$ cat config.mk
export PLATFORM = sky130hd
export DESIGN_NAME = teclado_tabuleiro
export DESIGN_NICKNAME = d
export VERILOG_FILES = /design/src/rtl/chess_lab_pkg.sv /design/src/rtl/varredura_matriz.sv /design/src/rtl/teclado_tabuleiro.sv
export SDC_FILE = /design/constraint.sdc
export NUM_CORES = 1
export LEC_CHECK = 0
export ABC_AREA = 1
export CORE_MARGIN = 3
export CORE_UTILIZATION = 55
export DETAILED_ROUTE_END_ITERATION = 10
export GPL_TIMING_DRIVEN = 0
export PLACE_DENSITY = 0.77
export SETUP_SLACK_MARGIN = 0.05
export SYNTH_ARGS = -nofsm -noshare
export SYNTH_HDL_FRONTEND = slang
export SYNTH_SLANG_ARGS = --single-unit
$ cat constraint.sdc
create_clock -name clock -period 4.45 [get_ports clock]
set_input_delay 0.89 -clock clock [delete_from_list [all_inputs] [get_ports clock]]
set_output_delay 0.89 -clock clock [all_outputs]
set_load 0.005 [all_outputs]
$ cat src/rtl/chess_lab_pkg.sv
// Shared types and helpers for the chess lab board keypad: FSM encoding,
// per-frame scan result and small bit-vector helpers.
package chess_lab_pkg;

    localparam int BOARD_N        = 8;
    localparam int FILEIRA_OFFSET = 1;

    typedef enum logic [1:0] {
        ESPERA   = 2'd0,
        CONFIRMA = 2'd1,
        EMITE    = 2'd2,
        SOLTA    = 2'd3
    } estado_t;

    typedef enum logic [1:0] {
        NENHUM   = 2'd0,
        UNICO    = 2'd1,
        MULTIPLO = 2'd2
    } resultado_t;

    // Number of set bits, saturated at 2 (we only care about 0 / 1 / many).
    function automatic logic [1:0] conta_sat(input logic [BOARD_N-1:0] v);
        int n;
        n = 0;
        for (int i = 0; i < BOARD_N; i++) n += int'(v[i]);
        return (n >= 2) ? 2'd2 : 2'(n);
    endfunction

    // Index of the lowest set bit (0 when none is set).
    function automatic logic [2:0] primeira(input logic [BOARD_N-1:0] v);
        logic [2:0] idx;
        idx = '0;
        for (int i = BOARD_N - 1; i >= 0; i--) if (v[i]) idx = 3'(i);
        return idx;
    endfunction

endpackage

$ cat src/rtl/varredura_matriz.sv
// Row scanner for the 8x8 board matrix: column synchronizer, one-hot row
// rotation with a settle window per row, and a per-frame accumulator that
// reports NENHUM / UNICO(r,c) / MULTIPLO once per frame.
module varredura_matriz
    import chess_lab_pkg::*;
#(
    parameter int SETTLE_CYCLES = 4
) (
    input  logic             clock,
    input  logic             reset,
    input  logic [7:0]       colunas,
    output logic [7:0]       linhas,
    output logic             frame_valid,
    output resultado_t       resultado,
    output logic [2:0]       fileira,
    output logic [2:0]       coluna
);

    localparam int                SW   = $clog2(SETTLE_CYCLES);
    localparam logic [SW-1:0]     LAST = SW'(SETTLE_CYCLES - 1);

    logic [7:0]    sync1_q, sync2_q;
    logic [SW-1:0] settle_q;
    logic [2:0]    row_q;
    logic [1:0]    acc_cnt_q;
    logic [2:0]    acc_r_q, acc_c_q;
    logic          fv_q;
    resultado_t    res_q;
    logic [2:0]    res_r_q, res_c_q;

    logic          amostra;
    logic [1:0]    pop;
    logic [2:0]    soma;
    logic [1:0]    cnt_novo;
    logic          primeira_tecla;
    logic [2:0]    r_novo, c_novo;

    // Merge the row being sampled into the running frame accumulators.
    always_comb begin
        amostra        = (settle_q == LAST);
        pop            = conta_sat(sync2_q);
        soma           = {1'b0, acc_cnt_q} + {1'b0, pop};
        cnt_novo       = (soma >= 3'd2) ? 2'd2 : soma[1:0];
        primeira_tecla = (acc_cnt_q == 2'd0) && (pop != 2'd0);
        r_novo         = primeira_tecla ? row_q : acc_r_q;
        c_novo         = primeira_tecla ? primeira(sync2_q) : acc_c_q;
    end

    // Two-flop synchronizer on the asynchronous column lines.
    always_ff @(posedge clock or negedge reset) begin
        if (!reset) begin
            sync1_q <= '0;
            sync2_q <= '0;
        end else begin
            sync1_q <= colunas;
            sync2_q <= sync1_q;
        end
    end

    // Settle counter and row rotator; the row advances right after sampling.
    always_ff @(posedge clock or negedge reset) begin
        if (!reset) begin
            settle_q <= '0;
            row_q    <= '0;
        end else if (amostra) begin
            settle_q <= '0;
            row_q    <= row_q + 3'd1;
        end else begin
            settle_q <= settle_q + SW'(1);
        end
    end

    // Frame accumulator; publishes the result after row 7 and clears itself.
    always_ff @(posedge clock or negedge reset) begin
        if (!reset) begin
            acc_cnt_q <= '0;
            acc_r_q   <= '0;
            acc_c_q   <= '0;
            fv_q      <= 1'b0;
            res_q     <= NENHUM;
            res_r_q   <= '0;
            res_c_q   <= '0;
        end else begin
            fv_q <= 1'b0;
            if (amostra) begin
                if (row_q == 3'd7) begin
                    fv_q      <= 1'b1;
                    res_q     <= (cnt_novo == 2'd0) ? NENHUM :
                                 (cnt_novo == 2'd1) ? UNICO : MULTIPLO;
                    res_r_q   <= r_novo;
                    res_c_q   <= c_novo;
                    acc_cnt_q <= '0;
                    acc_r_q   <= '0;
                    acc_c_q   <= '0;
                end else begin
                    acc_cnt_q <= cnt_novo;
                    acc_r_q   <= r_novo;
                    acc_c_q   <= c_novo;
                end
            end
        end
    end

    assign linhas      = 8'd1 << row_q;
    assign frame_valid = fv_q;
    assign resultado   = res_q;
    assign fileira     = res_r_q;
    assign coluna      = res_c_q;

endmodule

$ cat src/rtl/teclado_tabuleiro.sv
// Move-entry transmitter: scans the board matrix, debounces a single press
// over whole frames and emits one temJogada strobe per accepted square.
// Optional TECLADO_DEBUG_EN adds db_estado / db_varredura for hexa7seg.
module teclado_tabuleiro
    import chess_lab_pkg::*;
#(
    parameter int SETTLE_CYCLES   = 4,
    parameter int DEBOUNCE_FRAMES = 3
) (
    input  logic       clock,
    input  logic       reset,
    input  logic       habilita,
    input  logic [7:0] colunas,
    output logic [7:0] linhas,
    output logic [3:0] jogadaFileira,
    output logic [3:0] jogadaColuna,
    output logic       temJogada,
    output logic       multiplo
`ifdef TECLADO_DEBUG_EN
    ,
    output logic [3:0] db_estado,
    output logic [2:0] db_varredura
`endif
);

    localparam logic [3:0] DB = 4'(DEBOUNCE_FRAMES);

    logic       fv;
    resultado_t res;
    logic [2:0] res_r, res_c;

    estado_t    estado_q;
    logic [3:0] cnt_q;
    logic [2:0] cand_r_q, cand_c_q;
    logic [3:0] fileira_q, coluna_q;
    logic       tem_q, mult_q;
    logic       mesma;

    varredura_matriz #(.SETTLE_CYCLES(SETTLE_CYCLES)) u_varredura (
        .clock       (clock),
        .reset       (reset),
        .colunas     (colunas),
        .linhas      (linhas),
        .frame_valid (fv),
        .resultado   (res),
        .fileira     (res_r),
        .coluna      (res_c)
    );

    assign mesma = (res_r == cand_r_q) && (res_c == cand_c_q);

    // Debounce FSM with registered outputs; habilita=0 overrides the next state.
    always_ff @(posedge clock or negedge reset) begin
        if (!reset) begin
            estado_q  <= ESPERA;
            cnt_q     <= '0;
            cand_r_q  <= '0;
            cand_c_q  <= '0;
            fileira_q <= '0;
            coluna_q  <= '0;
            tem_q     <= 1'b0;
            mult_q    <= 1'b0;
        end else begin
            tem_q <= 1'b0;
            if (fv) mult_q <= (res == MULTIPLO);
            case (estado_q)
                ESPERA: if (fv && res == UNICO) begin
                    cand_r_q <= res_r;
                    cand_c_q <= res_c;
                    cnt_q    <= 4'd1;
                    estado_q <= (DEBOUNCE_FRAMES == 1) ? EMITE : CONFIRMA;
                end
                CONFIRMA: if (fv) begin
                    if (res == UNICO && mesma) begin
                        cnt_q <= cnt_q + 4'd1;
                        if (cnt_q + 4'd1 >= DB) estado_q <= EMITE;
                    end else if (res == UNICO) begin
                        cand_r_q <= res_r;
                        cand_c_q <= res_c;
                        cnt_q    <= 4'd1;
                    end else begin
                        estado_q <= ESPERA;
                        cnt_q    <= '0;
                    end
                end
                EMITE: begin
                    fileira_q <= {1'b0, cand_r_q} + 4'(FILEIRA_OFFSET);
                    coluna_q  <= {1'b0, cand_c_q};
                    tem_q     <= 1'b1;
                    cnt_q     <= '0;
                    estado_q  <= SOLTA;
                end
                SOLTA: if (fv) begin
                    // Any press restarts the release count, so a held key never re-emits.
                    if (res == NENHUM) begin
                        if (cnt_q + 4'd1 >= DB) begin
                            estado_q <= ESPERA;
                            cnt_q    <= '0;
                        end else begin
                            cnt_q <= cnt_q + 4'd1;
                        end
                    end else begin
                        cnt_q <= '0;
                    end
                end
                default: estado_q <= ESPERA;
            endcase
            if (!habilita) begin
                estado_q <= ESPERA;
                cnt_q    <= '0;
            end
        end
    end

    assign jogadaFileira = fileira_q;
    assign jogadaColuna  = coluna_q;
    assign temJogada     = tem_q;
    assign multiplo      = mult_q;

`ifdef TECLADO_DEBUG_EN
    assign db_estado    = {2'b00, estado_q};
    assign db_varredura = primeira(linhas);
`endif

endmodule

==> flow_summary.toml, run 1 <==
[run_status]
status = "finished, final reports clean"

[clocking]
clkTransAtPathRegs_ps = 70
cts.sinks = 59
cts_buffer_depth = 2
postCtsSetupRepairBufs = 0
cts_tree = "yes"
cts_inserted_buffers = 9
clock_latency_ps = 330
htreeDepth = 3
postCtsHoldBufs = 0
cts-resized-gates = 0
root_buffer = "clkbuf_8"

[placement]
dp_hpwl_um = 4110
place.port_buffers = 27
dpl-instance-area_mm2 = 0.00336
finalWeightedCongestion = 0.841

[drt]
detail-route-antenna-nets = 0
routed_wl_um = 5470
dr.pass1.iters = 4
avgRoutedWirePerCell_um = 11.7
drtIter0Drc = 95
vias_per_cell = 4.93
drcViolationCount = 0
dr_total_vias = 2300

[pwr]
switching_share_pct = 32.6
powerDensity_mw_per_mm2 = 404
pwr-share-comb_pct = 23.5
switchingPower_uw = 463
power_leakage_uw = 0.00185
irDropWorstVdd_mv = 0.271
p_seq_share_pct = 48.0
p_int_uw = 959
clock_power_share_pct = 28.6

[yosys]
async_flop_share_pct = 100
synth-seq-area-share_pct = 49.4
synthesis.nets = 384
syn-cell-area_mm2 = 0.00299
ys_ff_latch = 59
synthCells = 354
synth_warnings = 0
synth_edf_count = 0
synth_flop_cell = "dfrtp_1"
yosysUniqueCellTypes = 30
avgSynthCellArea_um2 = 8.44

[timing]
fin_crit_sh_pct = 86.1
finalSetupTns_ps = 0
setup_viol_count_final = 0
finClkSkew_ps = 9.98
slew_viol_final = 0
hold_viol = 0
fin_crit_ps = 3830
rsz0062_at_grt = "false"
timing.fmax_mhz = 261

[final_layout]
antennaDiodeCount = 0
mostFrequentLayoutCell = "nand2_1"
nets = 423
final_cell_area_mm2 = 0.00352
syn_to_final_growth_pct = 17.8
regArea_mm2 = 0.00148
drive_above_1_share_pct = 7.56
multiInputGateArea_mm2 = 0.00125
layout_common_cells = "nand2_1 (99), inv_1 (60), dfrtp_1 (59)"
fillers = 431

[global_routing]
grt_overflow = 0
grt_pass1_wl_um = 9480
antenna_found_initial = 0
grt_max_degree = 44
grt_util_all_layers_pct = 19.5
grt_pass1_vias = 2208

[floorplan]
dieArea_mm2 = 0.00635
dieHeight_um = 79.7
io_pins = 29
core-area_mm2 = 0.00517
start_util_pct = 57.7
die_w_um = 79.7
core.rowCount = 26

[setup_path]
cp.arrival_ps = 4090
worstPathMaxFanout = 3
start_kind = "register"
cp.required_ps = 4710
critPathCaptureType = "register"
r2r_setup_slack_ps = 620
crit_type = "reg2reg"

[run]
drv_cap = 0

[worst_hold_path]
hp-class = "reg2reg"
-- layout make-up --
cell class | instances | share of cell area (%)
clock inverter | 3 | 0.427
buffer | 6 | 0.995
inverter | 61 | 6.51
sequential | 59 | 41.9
tap | 70 | 2.49
clock buffer | 12 | 4.12
multi-input combinational | 228 | 35.4
timing repair buffer | 28 | 8.11
-- path summary, 6_finish.rpt --
kind	from	end	cells after the start
max	u_varredura.sync2_q[0]	u_varredura.resultado[0]	19
min	u_varredura.sync1_q[5]	u_varredura.sync2_q[5]	0
max reg2reg	u_varredura.sync2_q[0]	u_varredura.resultado[0]	19
min reg2reg	u_varredura.sync1_q[5]	u_varredura.sync2_q[5]	0
max in group asynchronous	reset	u_varredura.row_q[0]	2
min in group asynchronous	reset	jogadaColuna[2]	1
-- power by group through the flow --
stage	Combinational [µW]	Sequential (µW)	Clock (µW)
after floorplan	244	674	0
after global placement	324	690	0
after detailed placement	334	692	0
after CTS	337	683	418
after global routing	395	693	443
final	334	682	406
-- per-stage QoR --
step / hold WS, ps / worst slack (ps) / power (µW) / util, % / std cells
floorplan: 331 / 853 / 918 / - / 354
global placement: 332 / 661 / 1010 / 64.7 / 451
detailed placement: 336 / 594 / 1030 / 64.9 / 452
CTS: 351 / 588 / 1440 / 68.0 / 467
global route: 354 / 337 / 1530 / 68.0 / 467
finish: 347 / 618 / 1420 / 68.0 / 467
-- cell families after synthesis --
| kind of cell | after synthesis | share of synthesized area [%] |
|---|---|---|
| compound gates | 46 | 8.84 |
| xor+xnor | 3 | 0.880 |
| fa+ha+maj | 19 | 9.22 |
| flops | 59 | 49.4 |
| buf+inv | 67 | 8.84 |
| simple gates | 159 | 22.7 |
| other cells | 1 | 0.126 |
-- routing by layer --
metal | global-route usage [%] | vias to the layer above | wire, µm
met2 | 34.6 | 40 | 2780
met3 | 4.18 | 11 | 189
li1 | - | 1188 | -
met1 | 22.2 | 1061 | 2410
met5 | 0 | - | 0
met4 | 9.45 | 0 | 88
-- sequential cells by signal, indices dropped and copies added (netlist names) --
signal and count:
u_varredura.sync1_q 8, u_varredura.sync2_q 8, cnt_q 4, jogadaFileira 4, cand_c_q 3, cand_r_q 3, jogadaColuna 3, u_varredura.acc_c_q 3
u_varredura.acc_r_q 3, u_varredura.coluna 3, u_varredura.fileira 3, u_varredura.row_q 3, estado_q 2, u_varredura.acc_cnt_q 2, u_varredura.resultado 2, u_varredura.settle_q 2
multiplo 1, temJogada 1, u_varredura.frame_valid 1
-- cell usage after synthesis (all sizes together) (2+ instances only) --
cell | number | area (µm²)
nand2 | 100 | 378
inv | 61 | 229
dfrtp | 59 | 1480
o21ai | 37 | 200
nor2 | 31 | 139
nand3 | 18 | 90.1
ha | 14 | 175
nand4 | 6 | 43.8
fa | 5 | 100
o22ai | 4 | 25.0
buf | 3 | 23.8
clkbuf | 3 | 11.3
nand3b | 2 | 15.0
o21bai | 2 | 15.0
xnor2 | 2 | 17.5
-- critical path: stages, from the launching register on --
cell	delay, ps
dfrtp_1	390
ha_1	280
inv_1	40
fa_1	490
fa_1	400
inv_1	70
fa_1	180
inv_1	60
fa_1	380
xnor2_1	140
nor2_1	120
nand2_1	80
nor2_1	100
ha_1	150
inv_1	50
fa_1	480
nand2_1	50
inv_1	90
nand2_1	70
o21ai_0	130
(Power assumes the default switching activity.)
==> run 2, diff against run 1 <==
--- a/config.mk
+++ b/config.mk
@@ -6,6 +6,7 @@
 export NUM_CORES = 1
 export LEC_CHECK = 0
 export ABC_AREA = 1
+export CAP_MARGIN = 20
 export CORE_MARGIN = 3
 export CORE_UTILIZATION = 55
 export DETAILED_ROUTE_END_ITERATION = 10
==> results of run 2 <==
Final layout, timing and power as in run 1 (identical DEF).
==> run 3, diff against run 2 <==
--- a/config.mk
+++ b/config.mk
@@ -8,10 +8,10 @@
 export ABC_AREA = 1
 export CAP_MARGIN = 20
 export CORE_MARGIN = 3
-export CORE_UTILIZATION = 55
+export CORE_UTILIZATION = 45
 export DETAILED_ROUTE_END_ITERATION = 10
 export GPL_TIMING_DRIVEN = 0
-export PLACE_DENSITY = 0.77
+export PLACE_DENSITY = 0.65
 export SETUP_SLACK_MARGIN = 0.05
 export SYNTH_ARGS = -nofsm -noshare
 export SYNTH_HDL_FRONTEND = slang
==> flow_summary.toml, run 3 (same netlist as run 1, synthesis figures left out) <==
[run]
drv_cap = 0

[setup_path]
crit_type = "reg2reg"
cp.arrival_ps = 4210
path_cells = "ha_1 -> inv_1 -> fa_1 -> fa_1 -> inv_1 -> fa_1 -> inv_1 -> fa_1 -> xnor2_1 -> nor2_1 -> nand2_1 -> nor2_1 -> ha_1 -> inv_1 -> fa_1 -> nand2_1 -> inv_1 -> nand2_1 -> o21ai_0"
worst-r2r-cell-count = 19
cpPeakStageDelay_ps = 510
critPathCaptureType = "register"
cp.required_ps = 4700
crit_path_top_delay_cell = "fa_1"
worstPathMaxFanout = 3
start_kind = "register"

[clocking]
htreeDepth = 3
cts-resized-gates = 0
cts.sinks = 59
cts_tree = "yes"
root_buffer = "clkbuf_8"
clock_latency_ps = 330
cts_buffer_depth = 2
clkTransAtPathRegs_ps = 70
postCtsHoldBufs = 0
cts_inserted_buffers = 9
postCtsSetupRepairBufs = 0

[floorplan]
dieArea_mm2 = 0.00765
start_util_pct = 46.8
core.rowCount = 29
dieHeight_um = 87.5
core-area_mm2 = 0.00639
io_pins = 29
die_w_um = 87.5

[pwr]
clock_power_share_pct = 34.1
finalPower_uw = 1550
power_leakage_uw = 0.00187
switching_share_pct = 30.9
powerDensity_mw_per_mm2 = 433
p_int_uw = 1070
p_seq_share_pct = 44.2
irDropWorstVdd_mv = 0.355
switchingPower_uw = 480
pwr-share-comb_pct = 21.8

[timing]
finalSetupTns_ps = 0
hold_viol = 0
fin_crit_sh_pct = 89.1
timing.fmax_mhz = 252
fin_crit_ps = 3970
finClkSkew_ps = 6.29
rsz0062_at_grt = "false"
slew_viol_final = 0
setup_viol_count_final = 0

[global_routing]
grt_pass1_vias = 2346
grt_max_degree = 41
antenna_found_initial = 0
grt_overflow = 0
grt_util_all_layers_pct = 17.1
grt_pass1_wl_um = 10100

[final_layout]
layout_common_cells = "nand2_1 (99), inv_1 (60), dfrtp_1 (59)"
reg.largest.list = "u_varredura.sync1_q: 8 flops, u_varredura.sync2_q: 8 flops"
nets = 423
antennaDiodeCount = 0
syn_to_final_growth_pct = 20.0
fin_util_pct = 56.1
drive_above_1_share_pct = 8.06
mostFrequentLayoutCell = "nand2_1"

[drt]
detail-route-antenna-nets = 0
avgRoutedWirePerCell_um = 11.9
dr.pass1.iters = 5
drtIter0Drc = 76
drcViolationCount = 0
dr_total_vias = 2321
vias_per_cell = 4.90
routed_wl_um = 5640

[run_status]
status = "finished, final reports clean"

[placement]
dp_hpwl_um = 4310
place.port_buffers = 27
finalWeightedCongestion = 0.826

[worst_hold_path]
hold_depth = 0
hp-class = "reg2reg"
-- run 3: changes by cell type in the layout (fill, tap and decap cells not counted) --
cell	change
bufinv_16	+2
clkbuf_1	-2
clkinv_2	-1
clkinvlp_4	+1
-- run 3: path summary, 6_finish.rpt --
kind                                        start                       end  slack, ps
setup / recovery           u_varredura.sync2_q[0]  u_varredura.resultado[0]        480
hold / removal             u_varredura.sync1_q[3]    u_varredura.sync2_q[3]        340
setup reg to reg           u_varredura.sync2_q[0]  u_varredura.resultado[0]        480
hold reg to reg            u_varredura.sync1_q[3]    u_varredura.sync2_q[3]        340
max in group asynchronous                   reset      u_varredura.row_q[2]       3360
min in group asynchronous                   reset    u_varredura.fileira[0]        520
-- run 3: final cells by class --
| cell class | count | area [µm²] |
|---|---|---|
| multi-input combinational | 228 | 1250 |
| clock inverter | 5 | 77.6 |
| sequential | 59 | 1480 |
| clock buffer | 10 | 138 |
| fill | 598 | 2800 |
| timing repair buffer | 28 | 285 |
| tap | 77 | 96.3 |
| inverter | 61 | 229 |
| buffer | 6 | 35.0 |
-- run 3: worst max-delay path: cells and delay by family, from the launching register on --
| family | cells | cell delay [ps] |
|---|---|---|
| AO/OA/AOI/OAI | 1 | 170 |
| buffers and inverters | 5 | 340 |
| flip-flops | 1 | 380 |
| XOR/XNOR | 1 | 140 |
| adder cells (fa/ha/maj) | 7 | 2420 |
| AND/OR/NAND/NOR | 5 | 450 |
-- run 3: power groups by stage --
| stage | Combinational, µW | Clock [µW] | Sequential [µW] |
|---|---|---|---|
| final | 338 | 529 | 686 |
| after global routing | 402 | 567 | 698 |
| after CTS | 343 | 548 | 686 |
| after detailed placement | 341 | 0 | 695 |
| after global placement | 326 | 0 | 691 |
| after floorplan | 244 | 0 | 674 |
-- run 3: per-stage QoR --
| stage | cells | hold WS (ps) | worst slack (ps) | cell area [µm²] |
|---|---|---|---|---|
| after floorplan | 354 | 331 | 853 | 2990 |
| after global placement | 458 | 331 | 640 | 3350 |
| after detailed placement | 459 | 335 | 465 | 3370 |
| after CTS | 474 | 347 | 452 | 3580 |
| after global routing | 474 | 354 | 138 | 3580 |
| final | 474 | 341 | 483 | 3580 |
-- run 3: metal layers --
layer	GRT usage (%)	vias up	wire, µm
met5	0	-	0
met4	7.25	0	85
met3	5.20	9	246
met2	28.6	56	2800
met1	20.1	1072	2500
li1	-	1184	-
